<file path="src/rtl/booth_multiplier.sv">
// booth_multiplier
//   Unsigned 16x16 -> 32-bit multiplier, fully pipelined at one product per cycle.
//   Datapath: radix-4 modified Booth recoding of y (zero-extended to 18 bits,
//   9 digits) -> 9 partial products plus one negation-correction vector ->
//   3:2 carry-save tree down to two 32-bit vectors -> 32-bit Kogge-Stone adder.
//
//   Compile-time option:
//     BOOTH_PIPE_EN  defined   : register between CSA tree and Kogge-Stone adder,
//                                latency 2 cycles.
//                    undefined : latency 1 cycle.
//   Ports are identical in both builds.
//
// Ports
//   clk        in   single clock, all state on rising edge
//   rst_n      in   asynchronous active-low reset, clears all state
//   in_valid   in   x/y carry a new operand pair this cycle
//   x          in   [15:0] unsigned multiplicand
//   y          in   [15:0] unsigned multiplier
//   out_valid  out  sum carries a new product this cycle
//   sum        out  [31:0] unsigned product x*y (holds when out_valid=0)
//
// Handshake: in_valid/out_valid are valid-only qualifiers. There is no ready;
// the pipeline advances every cycle, so a pair accepted with in_valid=1 always
// emerges exactly LATENCY edges later with out_valid=1, in issue order, and a
// cycle with in_valid=0 produces a bubble (out_valid=0, sum unchanged).

module booth_multiplier (
  input  logic        clk,
  input  logic        rst_n,
  input  logic        in_valid,
  input  logic [15:0] x,
  input  logic [15:0] y,
  output logic        out_valid,
  output logic [31:0] sum
);

  // One Booth digit -> {neg, partial product}. Negative digits are returned as
  // the one's complement of the magnitude; the +1 is supplied separately by
  // the correction vector at bit sh. The complement is taken before the shift
  // so the low sh bits stay zero and the +1 lands exactly on weight 2^sh.
  function automatic logic [32:0] booth_pp(input logic [2:0]  d,
                                           input logic [15:0] m,
                                           input int          sh);
    logic [31:0] mag;
    logic        neg;
    mag = '0;
    neg = 1'b0;
    case (d)
      3'b001, 3'b010: mag = {16'b0, m};
      3'b011:         mag = {15'b0, m, 1'b0};
      3'b100: begin
        mag = {15'b0, m, 1'b0};
        neg = 1'b1;
      end
      3'b101, 3'b110: begin
        mag = {16'b0, m};
        neg = 1'b1;
      end
      default: ;  // 000 and 111 are digit 0
    endcase
    if (neg) mag = ~mag;
    return {neg, mag << sh};
  endfunction

  // 3:2 compressor on 32-bit vectors -> {carry (pre-shifted), sum}.
  function automatic logic [63:0] csa(input logic [31:0] a,
                                      input logic [31:0] b,
                                      input logic [31:0] c);
    logic [31:0] s;
    logic [31:0] cy;
    s  = a ^ b ^ c;
    cy = (a & b) | (a & c) | (b & c);
    return {cy[30:0], 1'b0, s};
  endfunction

  // One Kogge-Stone prefix level at span d -> {g, p}.
  function automatic logic [63:0] ks_step(input logic [31:0] g,
                                          input logic [31:0] p,
                                          input int          d);
    logic [31:0] gn;
    logic [31:0] pn;
    for (int i = 0; i < 32; i++) begin
      if (i >= d) begin
        gn[i] = g[i] | (p[i] & g[i-d]);
        pn[i] = p[i] & p[i-d];
      end else begin
        gn[i] = g[i];
        pn[i] = p[i];
      end
    end
    return {gn, pn};
  endfunction

  // ---------------- input stage ----------------
  logic        r_in_v;
  logic [15:0] r_x;
  logic [15:0] r_y;

  always_ff @(posedge clk or negedge rst_n) begin
    if (!rst_n) begin
      r_in_v <= 1'b0;
      r_x    <= '0;
      r_y    <= '0;
    end else begin
      r_in_v <= in_valid;
      if (in_valid) begin
        r_x <= x;
        r_y <= y;
      end
    end
  end

  // ---------------- Booth recoding ----------------
  // Bit 0 is the implicit y[-1]=0; top two zeros make the 18-bit extension,
  // so digit 8 is only ever 0 or +1 and the multiplier stays unsigned.
  logic [18:0] w_y_ext;
  logic [31:0] w_pp  [9];
  logic        w_neg [9];
  logic [31:0] w_corr;

  assign w_y_ext = {2'b00, r_y, 1'b0};

  for (genvar gi = 0; gi < 9; gi++) begin : g_pp
    assign {w_neg[gi], w_pp[gi]} = booth_pp(w_y_ext[2*gi+2 -: 3], r_x, 2*gi);
  end

  always_comb begin
    w_corr = '0;
    for (int i = 0; i < 9; i++) begin
      w_corr[2*i] = w_neg[i];
    end
  end

  // ---------------- carry-save tree: 10 -> 7 -> 5 -> 4 -> 3 -> 2 ----------------
  logic [31:0] w_s1a, w_c1a, w_s1b, w_c1b, w_s1c, w_c1c;
  logic [31:0] w_s2a, w_c2a, w_s2b, w_c2b;
  logic [31:0] w_s3, w_c3;
  logic [31:0] w_s4, w_c4;
  logic [31:0] w_csa_s, w_csa_c;

  assign {w_c1a, w_s1a}     = csa(w_pp[0], w_pp[1], w_pp[2]);
  assign {w_c1b, w_s1b}     = csa(w_pp[3], w_pp[4], w_pp[5]);
  assign {w_c1c, w_s1c}     = csa(w_pp[6], w_pp[7], w_pp[8]);
  assign {w_c2a, w_s2a}     = csa(w_s1a, w_c1a, w_s1b);
  assign {w_c2b, w_s2b}     = csa(w_c1b, w_s1c, w_c1c);
  assign {w_c3, w_s3}       = csa(w_s2a, w_c2a, w_s2b);
  assign {w_c4, w_s4}       = csa(w_s3, w_c3, w_c2b);
  assign {w_csa_c, w_csa_s} = csa(w_s4, w_c4, w_corr);

  // ---------------- optional CSA / adder register ----------------
  logic [31:0] w_ks_a;
  logic [31:0] w_ks_b;
  logic        w_ks_v;

`ifdef BOOTH_PIPE_EN
  logic [31:0] r_pipe_s;
  logic [31:0] r_pipe_c;
  logic        r_pipe_v;

  always_ff @(posedge clk or negedge rst_n) begin
    if (!rst_n) begin
      r_pipe_v <= 1'b0;
      r_pipe_s <= '0;
      r_pipe_c <= '0;
    end else begin
      r_pipe_v <= r_in_v;
      if (r_in_v) begin
        r_pipe_s <= w_csa_s;
        r_pipe_c <= w_csa_c;
      end
    end
  end

  assign w_ks_a = r_pipe_s;
  assign w_ks_b = r_pipe_c;
  assign w_ks_v = r_pipe_v;
`else
  assign w_ks_a = w_csa_s;
  assign w_ks_b = w_csa_c;
  assign w_ks_v = r_in_v;
`endif

  // ---------------- Kogge-Stone final adder ----------------
  // The true product always fits in 32 bits, and the sign-extended partial
  // products wrap modulo 2^32, so the carry-out is meaningless and dropped.
  logic [31:0] w_ks_g0, w_ks_p0;
  logic [31:0] w_ks_g1, w_ks_p1;
  logic [31:0] w_ks_g2, w_ks_p2;
  logic [31:0] w_ks_g3, w_ks_p3;
  logic [31:0] w_ks_g4, w_ks_p4;
  logic [31:0] w_ks_g5, w_ks_p5;
  logic [31:0] w_ks_sum;
  logic [32:0] w_unused_ks;

  assign w_ks_g0 = w_ks_a & w_ks_b;
  assign w_ks_p0 = w_ks_a ^ w_ks_b;
  assign {w_ks_g1, w_ks_p1} = ks_step(w_ks_g0, w_ks_p0, 1);
  assign {w_ks_g2, w_ks_p2} = ks_step(w_ks_g1, w_ks_p1, 2);
  assign {w_ks_g3, w_ks_p3} = ks_step(w_ks_g2, w_ks_p2, 4);
  assign {w_ks_g4, w_ks_p4} = ks_step(w_ks_g3, w_ks_p3, 8);
  assign {w_ks_g5, w_ks_p5} = ks_step(w_ks_g4, w_ks_p4, 16);
  assign w_ks_sum    = w_ks_p0 ^ {w_ks_g5[30:0], 1'b0};
  assign w_unused_ks = {w_ks_g5[31], w_ks_p5};

  // ---------------- output stage ----------------
  logic        r_out_v;
  logic [31:0] r_sum;

  always_ff @(posedge clk or negedge rst_n) begin
    if (!rst_n) begin
      r_out_v <= 1'b0;
      r_sum   <= '0;
    end else begin
      r_out_v <= w_ks_v;
      if (w_ks_v) r_sum <= w_ks_sum;
    end
  end

  assign out_valid = r_out_v;
  assign sum       = r_sum;

endmodule

</file>
<file path="config.mk">
export PLATFORM = sky130hd
export DESIGN_NAME = booth_multiplier
export DESIGN_NICKNAME = d
export VERILOG_FILES = /design/src/rtl/booth_multiplier.sv
export SDC_FILE = /design/constraint.sdc
export NUM_CORES = 1
export LEC_CHECK = 0
export BUFFER_PORTS_ARGS = -buffer_cell sky130_fd_sc_hd__buf_2
export CORE_UTILIZATION = 45
export CTS_CLUSTER_SIZE = 16
export DETAILED_ROUTE_END_ITERATION = 12
export GPL_TIMING_DRIVEN = 0
export PLACE_DENSITY_LB_ADDON = 0.15
export SLEW_MARGIN = 10
export SYNTH_ARGS = -nofsm -noshare
export SYNTH_HDL_FRONTEND = slang
export SYNTH_SLANG_ARGS = --single-unit
</file>
<file path="constraint.sdc">
create_clock -name clk -period 8.5 [get_ports clk]
set_clock_uncertainty 0.1 [all_clocks]
set_input_delay 0.85 -clock clk [delete_from_list [all_inputs] [get_ports clk]]
set_output_delay 0.85 -clock clk [all_outputs]
set_load 0.01 [all_outputs]
</file>
### Word level (Yosys, flattened, before mapping)

Index checks and enable logic that the tools add are counted.

* register bits: 66
* output and inout port bits: 33
* word-level logic and storage cells: 507

* equal/unequal tests: 45
* muxes and demuxes: 25
* bitwise operators: 409
* reduce and logical (&&, ||, !) cells: 23

Operators with widths (count)
* AND 31 bit: 23
* XOR 32 bit: 17
* bitwise OR 31 bit: 16
* case mux 17 bit (2 select lines): 8
* AND 1 bit: 218
* bitwise OR 1 bit: 124
* equality test 3 bit, second input constant: 21
* AND 31 x 15 -> 31 bit: 2
* equality test 3 x 2 -> 1 bit, second input constant: 14
* two-way mux 32 bit: 1
* NOT 32 bit: 1
* XOR 32 x 15 -> 32 bit: 1
* two-way mux 30 bit: 1
* NOT 17 -> 30 bit: 1
* two-way mux 28 bit: 1
* NOT 17 -> 28 bit: 1
* OR reduction 4 bit: 7
* two-way mux 26 bit: 1
* NOT 17 -> 26 bit: 1
* two-way mux 24 bit: 1
* NOT 17 -> 24 bit: 1
* two-way mux 22 bit: 1
* NOT 17 -> 22 bit: 1
* equality test 3 x 1 -> 1 bit, second input constant: 7
* other kinds (10): 32

### Longest topological paths before layout

Gate-level depths: netlist of run 1.

* depth after elaboration: 31
* gate-level depth with buffers: 25

### Worst setup path before layout of run 1

OpenSTA, ideal clock, no wires.

* path type: reg2reg
* from: register r_y[9]
* to: register r_sum[31] (netlist: sum[31])
* library setup time: 124 ps
* data arrival time: 5844 ps
* slack: 2432 ps
* cell stages (with the launch flop): 22
* buffers on the path: 3
* clock period less this slack: 6068 ps
* cells stage by stage: dfrtp_1 -> clkbuf_1 -> inv_1 -> and3_1 -> clkbuf_1 -> clkbuf_1 -> a221oi_1 -> fa_1 -> fa_1 -> inv_1 -> fa_1 -> fa_1 -> fa_1 -> ha_1 -> a211oi_2 -> o21bai_2 -> a221oi_4 -> o21bai_2 -> o211ai_2 -> a31o_4 -> a21oi_1 -> a211o_2

* cells in the longest elaborated chain, start to end: 30
* elaborated cells on any way between the ends: 138

Ends and longest elaborated chain
* from (decl): RTL line 97 `logic [15:0] r_y;`
* from (signal assigned): RTL line 108 `r_y <= y;`
* equality test 3 bit, or another cell as far along: RTL line 48 `case (d)`
* OR reduction 4 bit (no source line) / OR reduction 2 bit (equally long branches)
* case mux 17 bit (2 select lines): RTL line 48
* NOT 17 -> 24 bit / NOT 17 -> 22 bit (equally long branches): RTL line 61 `if (neg) mag = ~mag;`
* two-way mux 24 bit / two-way mux 22 bit (equally long branches): RTL line 61
* XOR 32 bit / AND 31 bit (equally long branches): RTL line 71, 72
* XOR 32 bit / bitwise OR 31 bit (equally long branches): RTL line 71, 72
* AND 31 bit / bitwise OR 31 bit (equally long branches): RTL line 72 `cy = (a & b) | (a & c) | (b & c);`
* [... 13 more ...]
* bitwise OR 1 bit: RTL line 84 `gn[i] = g[i] | (p[i] & g[i-d]);`
* AND 1 bit: RTL line 84
* bitwise OR 1 bit: RTL line 84
* AND 1 bit: RTL line 84
* bitwise OR 1 bit: RTL line 84
* AND 1 bit: RTL line 84
* bitwise OR 1 bit (2 in series): RTL line 84
* XOR 32 bit *: RTL line 202 `assign w_ks_sum = w_ks_p0 ^ {w_ks_g5[30:0], 1'b0};`
* to (signal assigned): RTL line 215 `if (w_ks_v) r_sum <= w_ks_sum;`
* to (decl): RTL line 207 `logic [31:0] r_sum;`

Mark *: on every way between the ends. The rest lies on a longest branch, timed or not.
A chain may end at the register's enable or synchronous reset.

### Worst setup path in the final report of run 1

* from: register r_y[5]
* to: register r_sum[29] (netlist: sum[29])

* cells in the longest elaborated chain, start to end: 31
* elaborated cells on any way between the ends: 152

Ends and longest elaborated chain (RTL line)
* equality test 3 bit, or another cell as far along: 48
* OR reduction 4 bit (no source line) / OR reduction 2 bit (equally long branches)
* case mux 17 bit (2 select lines): 48
* NOT 17 -> 28 bit: 61
* two-way mux 28 bit: 61
* AND 31 bit: 72
* bitwise OR 31 bit (2 in series): 72
* AND 31 bit: 72
* [... 13 more ...]
* bitwise OR 1 bit: 84
* AND 1 bit: 84
* bitwise OR 1 bit: 84
* AND 1 bit: 84
* bitwise OR 1 bit: 84
* AND 1 bit: 84
* bitwise OR 1 bit (2 in series): 84
* XOR 32 bit *: 202

Marks and branches as above.

==> reports/metrics.cfg, run 1 <==
[worst_setup_path]
cpMaxStageDelayCell = a211oi_1
endpoint_kind = register
worstPathMaxFanout = 10
crit_top_cell = fa_1
r2r_slack_ns = 1.50
start_kind = register
worstRegToRegCells = 20
critPathTopFamily = adder cells
worstPathCellList = clkbuf_1 -> xnor2_1 -> clkbuf_1 -> nor2_1 -> a211oi_1 -> fa_1 -> fa_1 -> fa_1 -> fa_1 -> inv_1 -> ha_1 -> ha_1 -> inv_1 -> nor2_1 -> nand2_1 -> a211oi_2 -> o211ai_2 -> a31o_4 -> o311ai_2 -> o221ai_1
reg2reg_from = r_y[5]
worst-path-buf-inv = 4
rr_endpoint = sum[29]
cpPeakStageDelay_ns = 0.64
crit_type = reg -> reg
worstPathRequired_ns = 8.61
cp.arrival_ns = 7.11

[min_path]
min_to = out_valid
hold_depth = 0
min_path_type = reg -> reg
hold_path_startpoint = r_in_v

[global_route]
grtUsageTotal_pct = 31.13
antenna_found_initial = 0
grt_max_degree = 45
grt_pass1_vias = 9931
grt_pass1_wl_um = 60300
overflow = 0

[timing]
tightest_slew_ns = 1.124
fmax_mhz = 142.9
rsz0062_at_grt = false
slew_headroom_pct = 24.89
final.setup.tns_ns = 0
period_share_pct = 82.31
setup-violations-final = 0
drv_slew = 0
timing.final.crit_period_ns = 6.996
hold_viol = 0

[floorplanning]
die_w_um = 161.9
io_pins = 68
rows = 58
die_h_um = 161.9
initial_core_util_pct = 45.80
dieArea_um2 = 26200
core-area_um2 = 25110

[placement]
dpl.cell_count = 1709
dpl.hpwl_um = 30780
port_buffers = 67
gp_congestion = 0.9810

[routing]
firstDrtPassIters = 6
vias = 9953
antenna_left = 0
drt-total-wl_um = 39240
drt_iter0_drc = 1026
wire_per_inst_um = 22.75
drc = 0
viasPerCell = 5.770

[yosys]
synth_edf_count = 0
postSynthCellCount = 1311
yosys_warnings = 0
ys_seq_area_share_pct = 14.36
ys_async_sr_fraction_pct = 100.0
ys_seq_elements = 66
synth_area_leader_cell = fa_1
syn_area_per_cell_um2 = 8.772
syn_area_um2 = 11500
synth_area_leaders = fa_1, dfrtp_1, ha_1, xor2_1, inv_1
synth_cell_types = 69
synth_fp_nets = 1557
yosysTopAreaCellShare_pct = 23.33
synthFlopType = dfrtp_1

[status]
status = completed

[clock_tree]
cts_buffers = 9
cts_hold_buf = 0
cts_tree = done
clock_sinks = 66
cts_resized = 0
clk_pin_slew_ns = 0.07
clockBufferDepth = 2
clk_latency_ns = 0.36
cts-root-buf = clkbuf_16
cts.htree.levels = 3
post_cts.repair.setup_buffers = 0

[job]
max-cap-violations = 0

[layout]
syn_to_final_growth_pct = 9.444
drive_gt1_share_pct = 11.04
postLayoutCoreUtil_pct = 50.12
nNetsFinal = 1636
final_cells = 1725
insertedDiodeCount = 0

## layout make-up
cell class / instances / area [um^2]
sequential: 66 / 1652
tap: 330 / 412.9
clock buffer: 9 / 225.2
clock inverter: 7 / 82.58
buffer: 123 / 471.7
fill: 2532 / 12520
inverter: 177 / 664.4
timing repair buffer: 68 / 365.4
multi-input combinational: 945 / 8712
## logic make-up after synthesis
kind of cell             synth area share (%)
AO/OA/AOI/OAI                           18.49
buffers and inverters                   9.879
AND/OR/NAND/NOR                         9.346
adder cells (fa/ha/maj)                 31.70
XOR/XNOR                                10.89
flip-flops                              14.36
multiplexers                            5.331
## cells in the final DEF (no fill, tap or decap), drive strengths merged, types with 15 or more instances in the layout
| cell type | n |
|---|---|
| fa | 134 |
| o21ai | 83 |
| dfrtp | 66 |
| a21oi | 38 |
| nand3 | 19 |
| clkbuf | 111 |
| mux2 | 42 |
| xor2 | 91 |
| buf | 89 |
| xnor2 | 52 |
| a221oi | 29 |
| o221ai | 18 |
| ha | 77 |
| and2 | 19 |
| a211oi | 15 |
| nor2 | 79 |
| a22oi | 48 |
| nand2 | 70 |
| inv | 180 |
## registers in the layout (all words and copies together), names as in the netlist
signal     count
out_valid      1
r_in_v         1
sum           32
r_y           16
r_x           16
## cell usage after synthesis (3+ instances only)
library cell and n:
o21a_1 7, nand2_1 69, a22oi_1 48, o22ai_1 5
clkbuf_1 102, buf_2 5, buf_1 15, a221o_1 7
nand4_1 3, inv_1 176, a211oi_1 13, and3_1 5
a21o_1 6, mux2_2 42, nand3_1 19, nor2_1 79
a21oi_1 38, mux2i_1 14, nor2b_1 12, o221ai_1 18
o31ai_1 4, or2_2 3, and2_1 18, dfrtp_1 66
nand2b_1 4, o211ai_1 4, o21ai_0 82, fa_1 134
ha_1 77, a221oi_1 28, xor2_1 91, nor3_1 9
a22o_1 8, xnor2_1 52, a31oi_1 8
## worst register-to-register path, stage by stage (launching register included)
cell and delay [ns]:
dfrtp_1 0.37, clkbuf_1 0.27, xnor2_1 0.57, clkbuf_1 0.44
nor2_1 0.10, a211oi_1 0.64, fa_1 0.63, fa_1 0.60
fa_1 0.43, fa_1 0.49, inv_1 0.04, ha_1 0.27
ha_1 0.43, inv_1 0.11, nor2_1 0.23, nand2_1 0.14
a211oi_2 0.22, o211ai_2 0.13, a31o_4 0.28, o311ai_2 0.24
o221ai_1 0.14
## per-stage QoR
| stage | cell area, um^2 | setup WS (ns) | hold slack, ns |
|---|---|---|---|
| after floorplan | 11500 | 2.432 | 0.2519 |
| after global placement | 12250 | 1.664 | 0.2574 |
| after detailed placement | 12280 | 1.691 | 0.2754 |
| after CTS | 12590 | 1.649 | 0.2922 |
| after global routing | 12590 | 1.231 | 0.3118 |
| final | 12590 | 1.504 | 0.2879 |
## worst max-delay path by stage
stage,startpoint,end,slack (ns),cells past startpoint
after global placement,r_x[0],sum[29],1.66,20
after global routing,r_y[5],sum[29],1.23,20
final,r_y[5],sum[29],1.50,20
after CTS,r_x[0],sum[29],1.65,20
after detailed placement,r_x[0],sum[29],1.69,20
after floorplan,r_y[9],sum[31],2.43,21
## routing by layer
layer / GRT usage, % / wire length (um) / part of all wire, %
met1: 43.60 / 18000 / 46
met2: 46.08 / 16380 / 42
met4: 15.22 / 1919 / 4.9
met5: 0 / 0 / 0
met3: 5.746 / 2935 / 7.5
Power of run 1 is left out: the tool's default activity adds up to more than one toggle a clock period on the data nets, which glitch-free logic cannot reach.
==> run 2: changes to the inputs <==
==> constraint.sdc (replaced) <==
create_clock -name clk -period 6.9 [get_ports clk]
set_clock_uncertainty 0.1 [all_clocks]
set_input_delay 0.69 -clock clk [delete_from_list [all_inputs] [get_ports clk]]
set_output_delay 0.69 -clock clk [all_outputs]
set_load 0.01 [all_outputs]
==> reports/metrics.cfg, run 2 (synthesis gave the netlist of run 1 again) <==
[status]
status = completed  ; unchanged

[layout]
final_cell_mix = inv_1, fa_1, xor2_1, o21ai_0, nor2_1  ; was inv_1, fa_1, clkbuf_1, xor2_1, o21ai_0
fill_cells = 2519  ; was 2532
insertedDiodeCount = 0  ; unchanged
postLayoutCoreUtil_pct = 50.38  ; was 50.12%
drive_gt1_share_pct = 13.99  ; was 11.04%
final_common_cell = inv_1  ; unchanged
nNetsFinal = 1628  ; was 1636
largest_reg_flops = 32  ; unchanged
syn_to_final_growth_pct = 10.01  ; was 9.444%

[timing]
drv_slew = 0  ; unchanged
hold_viol = 0  ; unchanged
tightest_slew_ns = 1.155  ; was 1.124 ns
slew_headroom_pct = 22.85  ; was 24.89%
timing.final.crit_period_ns = 6.679  ; was 6.996 ns
setup-violations-final = 0  ; unchanged
final.setup.tns_ns = 0  ; unchanged
fmax_mhz = 149.7  ; was 142.9 MHz
period_share_pct = 96.80  ; was 82.31%

[clock_tree]
cts_hold_buf = 0  ; unchanged
cts.htree.levels = 3  ; unchanged
cts_resized = 0  ; unchanged
clk_latency_ns = 0.36  ; about the same
clock_sinks = 66  ; unchanged
cts_tree = done  ; unchanged
clk_pin_slew_ns = 0.07  ; about the same
clockBufferDepth = 2  ; unchanged
post_cts.repair.setup_buffers = 0  ; unchanged
cts-root-buf = clkbuf_16  ; unchanged
cts_buffers = 9  ; unchanged

[min_path]
min_path_type = in -> async  ; was reg -> reg

[routing]
drc = 0  ; unchanged
firstDrtPassIters = 5  ; was 6
vias = 9851  ; was 9953
antenna_left = 0  ; unchanged
viasPerCell = 5.737  ; was 5.770
wire_per_inst_um = 22.81  ; was 22.75 um
drt_iter0_drc = 932  ; was 1026
drt-total-wl_um = 39170  ; was 39240 um

[floorplanning]
die_h_um = 161.9  ; unchanged
initial_core_util_pct = 45.80  ; unchanged
dieArea_um2 = 26200  ; unchanged
die_w_um = 161.9  ; unchanged
io_pins = 68  ; unchanged
rows = 58  ; unchanged
core-area_um2 = 25110  ; unchanged

[worst_setup_path]
worstPathRequired_ns = 7.01  ; was 8.61 ns
crit_type = reg -> reg  ; unchanged
worstPathMaxFanout = 10  ; unchanged
cp.arrival_ns = 6.79  ; was 7.11 ns
endpoint_kind = register  ; unchanged
start_kind = register  ; unchanged

[global_route]
grt_max_degree = 45  ; unchanged
overflow = 0  ; unchanged
grt_pass1_wl_um = 60300  ; unchanged
grt_pass1_vias = 9931  ; unchanged
grtUsageTotal_pct = 31.13  ; unchanged
antenna_found_initial = 0  ; unchanged

[placement]
gp_congestion = 0.9810  ; unchanged
port_buffers = 67  ; unchanged
dpl.hpwl_um = 30780  ; unchanged

[job]
max-cap-violations = 0  ; unchanged

[run 2: per-layer routing]
layer,global-route usage [%],part of all wire [%]
met3,5.746,7.7
met4,15.22,5.1
met1,43.60,46
met5,0,0
met2,46.08,41
[run 2: final timing paths]
path	from	endpoint	slack (ns)	cells past startpoint
worst max register to register	r_x[5]	sum[29]	0.22	20
min in group clk	r_in_v	out_valid	0.29	0
worst min-delay path	rst_n	r_x[0]	0.14	1
max in group asynchronous	rst_n	sum[30]	5.99	2
worst max-delay path	r_x[5]	sum[29]	0.22	20
worst min register to register	r_in_v	out_valid	0.29	0
[run 2: worst max-delay path, stage by stage (launching register included)]
cell and delay (ns):
dfrtp_1 0.33, clkbuf_1 0.65, clkbuf_1 0.64, o221ai_1 0.25
fa_1 0.61, inv_1 0.08, fa_1 0.53, inv_1 0.05
fa_1 0.43, ha_1 0.30, fa_1 0.46, ha_1 0.28
buf_2 0.16, nand4_1 0.10, nor2_1 0.30, nand2_2 0.16
a211oi_2 0.31, o211ai_2 0.13, a31o_4 0.28, o311ai_2 0.24
o221ai_1 0.14
[run 2: per-stage QoR]
| stage | cells | setup slack (ns) | area, um^2 | hold slack (ns) |
|---|---|---|---|---|
| floorplan | 1311 | 0.8318 | 11500 | 0.2519 |
| global placement | 1708 | 0.06396 | 12250 | 0.2574 |
| detailed placement | 1709 | 0.09095 | 12280 | 0.2754 |
| CTS | 1725 | 0.04880 | 12590 | 0.1431 |
| global route | 1717 | -0.006430 | 12650 | 0.1614 |
| finish | 1717 | 0.2211 | 12650 | 0.1372 |
[run 2: cell type report]
class / count / area, um^2 / share of cell area [%]
multi-input combinational: 945 / 8768 / 69.31
sequential: 66 / 1653 / 13.06
inverter: 177 / 664.4 / 5.252
buffer: 115 / 479.2 / 3.788
tap: 330 / 412.9 / 3.264
timing repair buffer: 68 / 365.4 / 2.888
clock buffer: 9 / 225.2 / 1.780
clock inverter: 7 / 82.58 / 0.6528
Power of run 2 is left out for the same reason.
==> run 3: changes to the inputs <==
--- a/config.mk
+++ b/config.mk
@@ -11,6 +11,7 @@
 export DETAILED_ROUTE_END_ITERATION = 12
 export GPL_TIMING_DRIVEN = 0
 export PLACE_DENSITY_LB_ADDON = 0.15
+export RECOVER_POWER = 25
 export SLEW_MARGIN = 10
 export SYNTH_ARGS = -nofsm -noshare
 export SYNTH_HDL_FRONTEND = slang
==> reports/metrics.cfg, run 3 (synthesis gave the netlist of run 1 again) <==
[worst_setup_path]
worstPathRequired_ns = 7.01  ; about the same
crit_type = reg -> reg  ; unchanged
worstRegToRegCells = 20  ; unchanged
crit_top_cell = fa_1  ; unchanged
cp.arrival_ns = 6.79  ; about the same
worstPathCellList = clkbuf_1 -> clkbuf_1 -> o221ai_1 -> fa_1 -> inv_1 -> fa_1 -> inv_1 -> fa_1 -> ha_1 -> fa_1 -> ha_1 -> buf_2 -> nand4_1 -> nor2_1 -> nand2_2 -> a211oi_2 -> o211ai_2 -> a31o_4 -> o311ai_2 -> o221ai_1  ; unchanged
rr_endpoint = sum[29]  ; unchanged
worstPathMaxFanout = 10  ; unchanged
setup.worst_path.end = sum[29]  ; unchanged
startpoint = r_x[5]  ; unchanged
r2r_slack_ns = 0.23  ; was 0.22 ns
cpMaxStageDelayCell = clkbuf_1  ; unchanged
reg2reg_from = r_x[5]  ; unchanged
start_kind = register  ; unchanged
endpoint_kind = register  ; unchanged
cpPeakStageDelay_ns = 0.64  ; was 0.65 ns

[global_route]
grt_max_degree = 45  ; unchanged
grt_pass1_vias = 9931  ; unchanged
antenna_found_initial = 0  ; unchanged
grtUsageTotal_pct = 31.13  ; unchanged
grt_pass1_wl_um = 60300  ; unchanged
overflow = 0  ; unchanged

[job]
max-cap-violations = 1  ; was 0

[layout]
fill_cells = 2521  ; was 2519
largest_reg_flops = 32  ; unchanged
final_common_cell = inv_1  ; unchanged
final_cell_mix = inv_1, fa_1, xor2_1, o21ai_0, nor2_1  ; unchanged
postLayoutCoreUtil_pct = 50.27  ; was 50.38%
insertedDiodeCount = 0  ; unchanged
nNetsFinal = 1628  ; unchanged
drive_gt1_share_pct = 13.77  ; was 13.99%
syn_to_final_growth_pct = 9.760  ; was 10.01%

[routing]
wire_per_inst_um = 22.88  ; was 22.81 um
drt-total-wl_um = 39290  ; was 39170 um
antenna_left = 0  ; unchanged
drc = 0  ; unchanged
vias = 9875  ; was 9851
firstDrtPassIters = 5  ; unchanged
drt_iter0_drc = 829  ; was 932
viasPerCell = 5.751  ; was 5.737

[timing]
hold_viol = 0  ; unchanged
tightest_slew_ns = 2.444  ; was 1.155 ns
period_share_pct = 96.72  ; was 96.80%
setup-violations-final = 0  ; unchanged
timing.final.crit_period_ns = 6.674  ; was 6.679 ns
fin_ws_ns = 0.2263  ; was 0.2211 ns
drv_slew = 45  ; was 0
slew_headroom_pct = -62.92  ; was 22.85%
fmax_mhz = 149.8  ; was 149.7 MHz

[floorplanning]
dieArea_um2 = 26200  ; unchanged
io_pins = 68  ; unchanged
die_h_um = 161.9  ; unchanged
rows = 58  ; unchanged
initial_core_util_pct = 45.80  ; unchanged
die_w_um = 161.9  ; unchanged
core-area_um2 = 25110  ; unchanged

[clock_tree]
clk_pin_slew_ns = 0.07  ; about the same
cts-root-buf = clkbuf_16  ; unchanged
clock_sinks = 66  ; unchanged
post_cts.repair.setup_buffers = 0  ; unchanged
cts_tree = done  ; unchanged
clockBufferDepth = 2  ; unchanged
cts.htree.levels = 3  ; unchanged
cts_buffers = 9  ; unchanged
clk_latency_ns = 0.36  ; about the same

[placement]
dpl.hpwl_um = 30780  ; unchanged
gp_congestion = 0.9810  ; unchanged
preCtsSetupSlack_ns = 0.09095  ; unchanged
port_buffers = 67  ; unchanged

[min_path]
min_path_type = reg -> reg  ; was in -> async

[status]
status = complete, but fails checks  ; was completed
failed_checks = max-capacitance violations, max-slew violations

[run 3: area by class of cell]
cell class                 instances  area [um^2]  share of cell area (%)
clock buffer                       9        225.2                   1.784
tap                              330        412.9                   3.271
sequential                        66         1653                   13.09
multi-input combinational        945         8768                   69.47
buffer                           115        479.2                   3.797
inverter                         177        664.4                   5.264
clock inverter                     7        82.58                  0.6542
timing repair buffer              68        336.6                   2.667
[run 3: how the worst min path moves through the flow]
stage            from   endpoint  cells past startpoint
6_report       r_in_v  out_valid                      0
5_1_grt        r_in_v  out_valid                      0
4_1_cts         rst_n     r_x[0]                      1
3_5_place_dp   r_in_v  out_valid                      0
3_3_place_gp   r_in_v  out_valid                      0
2_1_floorplan  r_in_v  out_valid                      0
[run 3: per-layer routing]
| layer | GRT usage, % | share of wire (%) | wire length [um] | vias up |
|---|---|---|---|---|
| li1 | - | - | - | 4524 |
| met1 | 43.60 | 45 | 17770 | 4799 |
| met2 | 46.08 | 42 | 16330 | 440 |
| met3 | 5.746 | 7.9 | 3123 | 112 |
| met4 | 15.22 | 5.2 | 2060 | 0 |
| met5 | 0 | 0 | 0 | - |
[run 3: metrics by stage]
stage,hold WS [ns],cells,instance area (um^2),TNS (ns)
after floorplan,0.2519,1311,11500,0
after global placement,0.2574,1708,12250,0
after detailed placement,0.2754,1709,12280,0
after CTS,0.1431,1725,12590,0
after global routing,0.3118,1717,12620,-0.006430
final,0.2849,1717,12620,0
[run 3: repair_timing]
action / in CTS / in global routing
hold buffers: 0 / 0
setup endpoints to repair: 0 / 9
resized for setup: 0 / 65
[run 3: worst max-delay path, delay by kind of cell, from the launching register on]
kind                       cells  cell delay (ns)
adders and majority gates      6             2.62
buffers and inverters          5             1.56
AOI/OAI and AO/OA              6             1.34
and+or+nand+nor                3             0.56
DFF                            1             0.33
Power of run 3 is left out for the same reason.
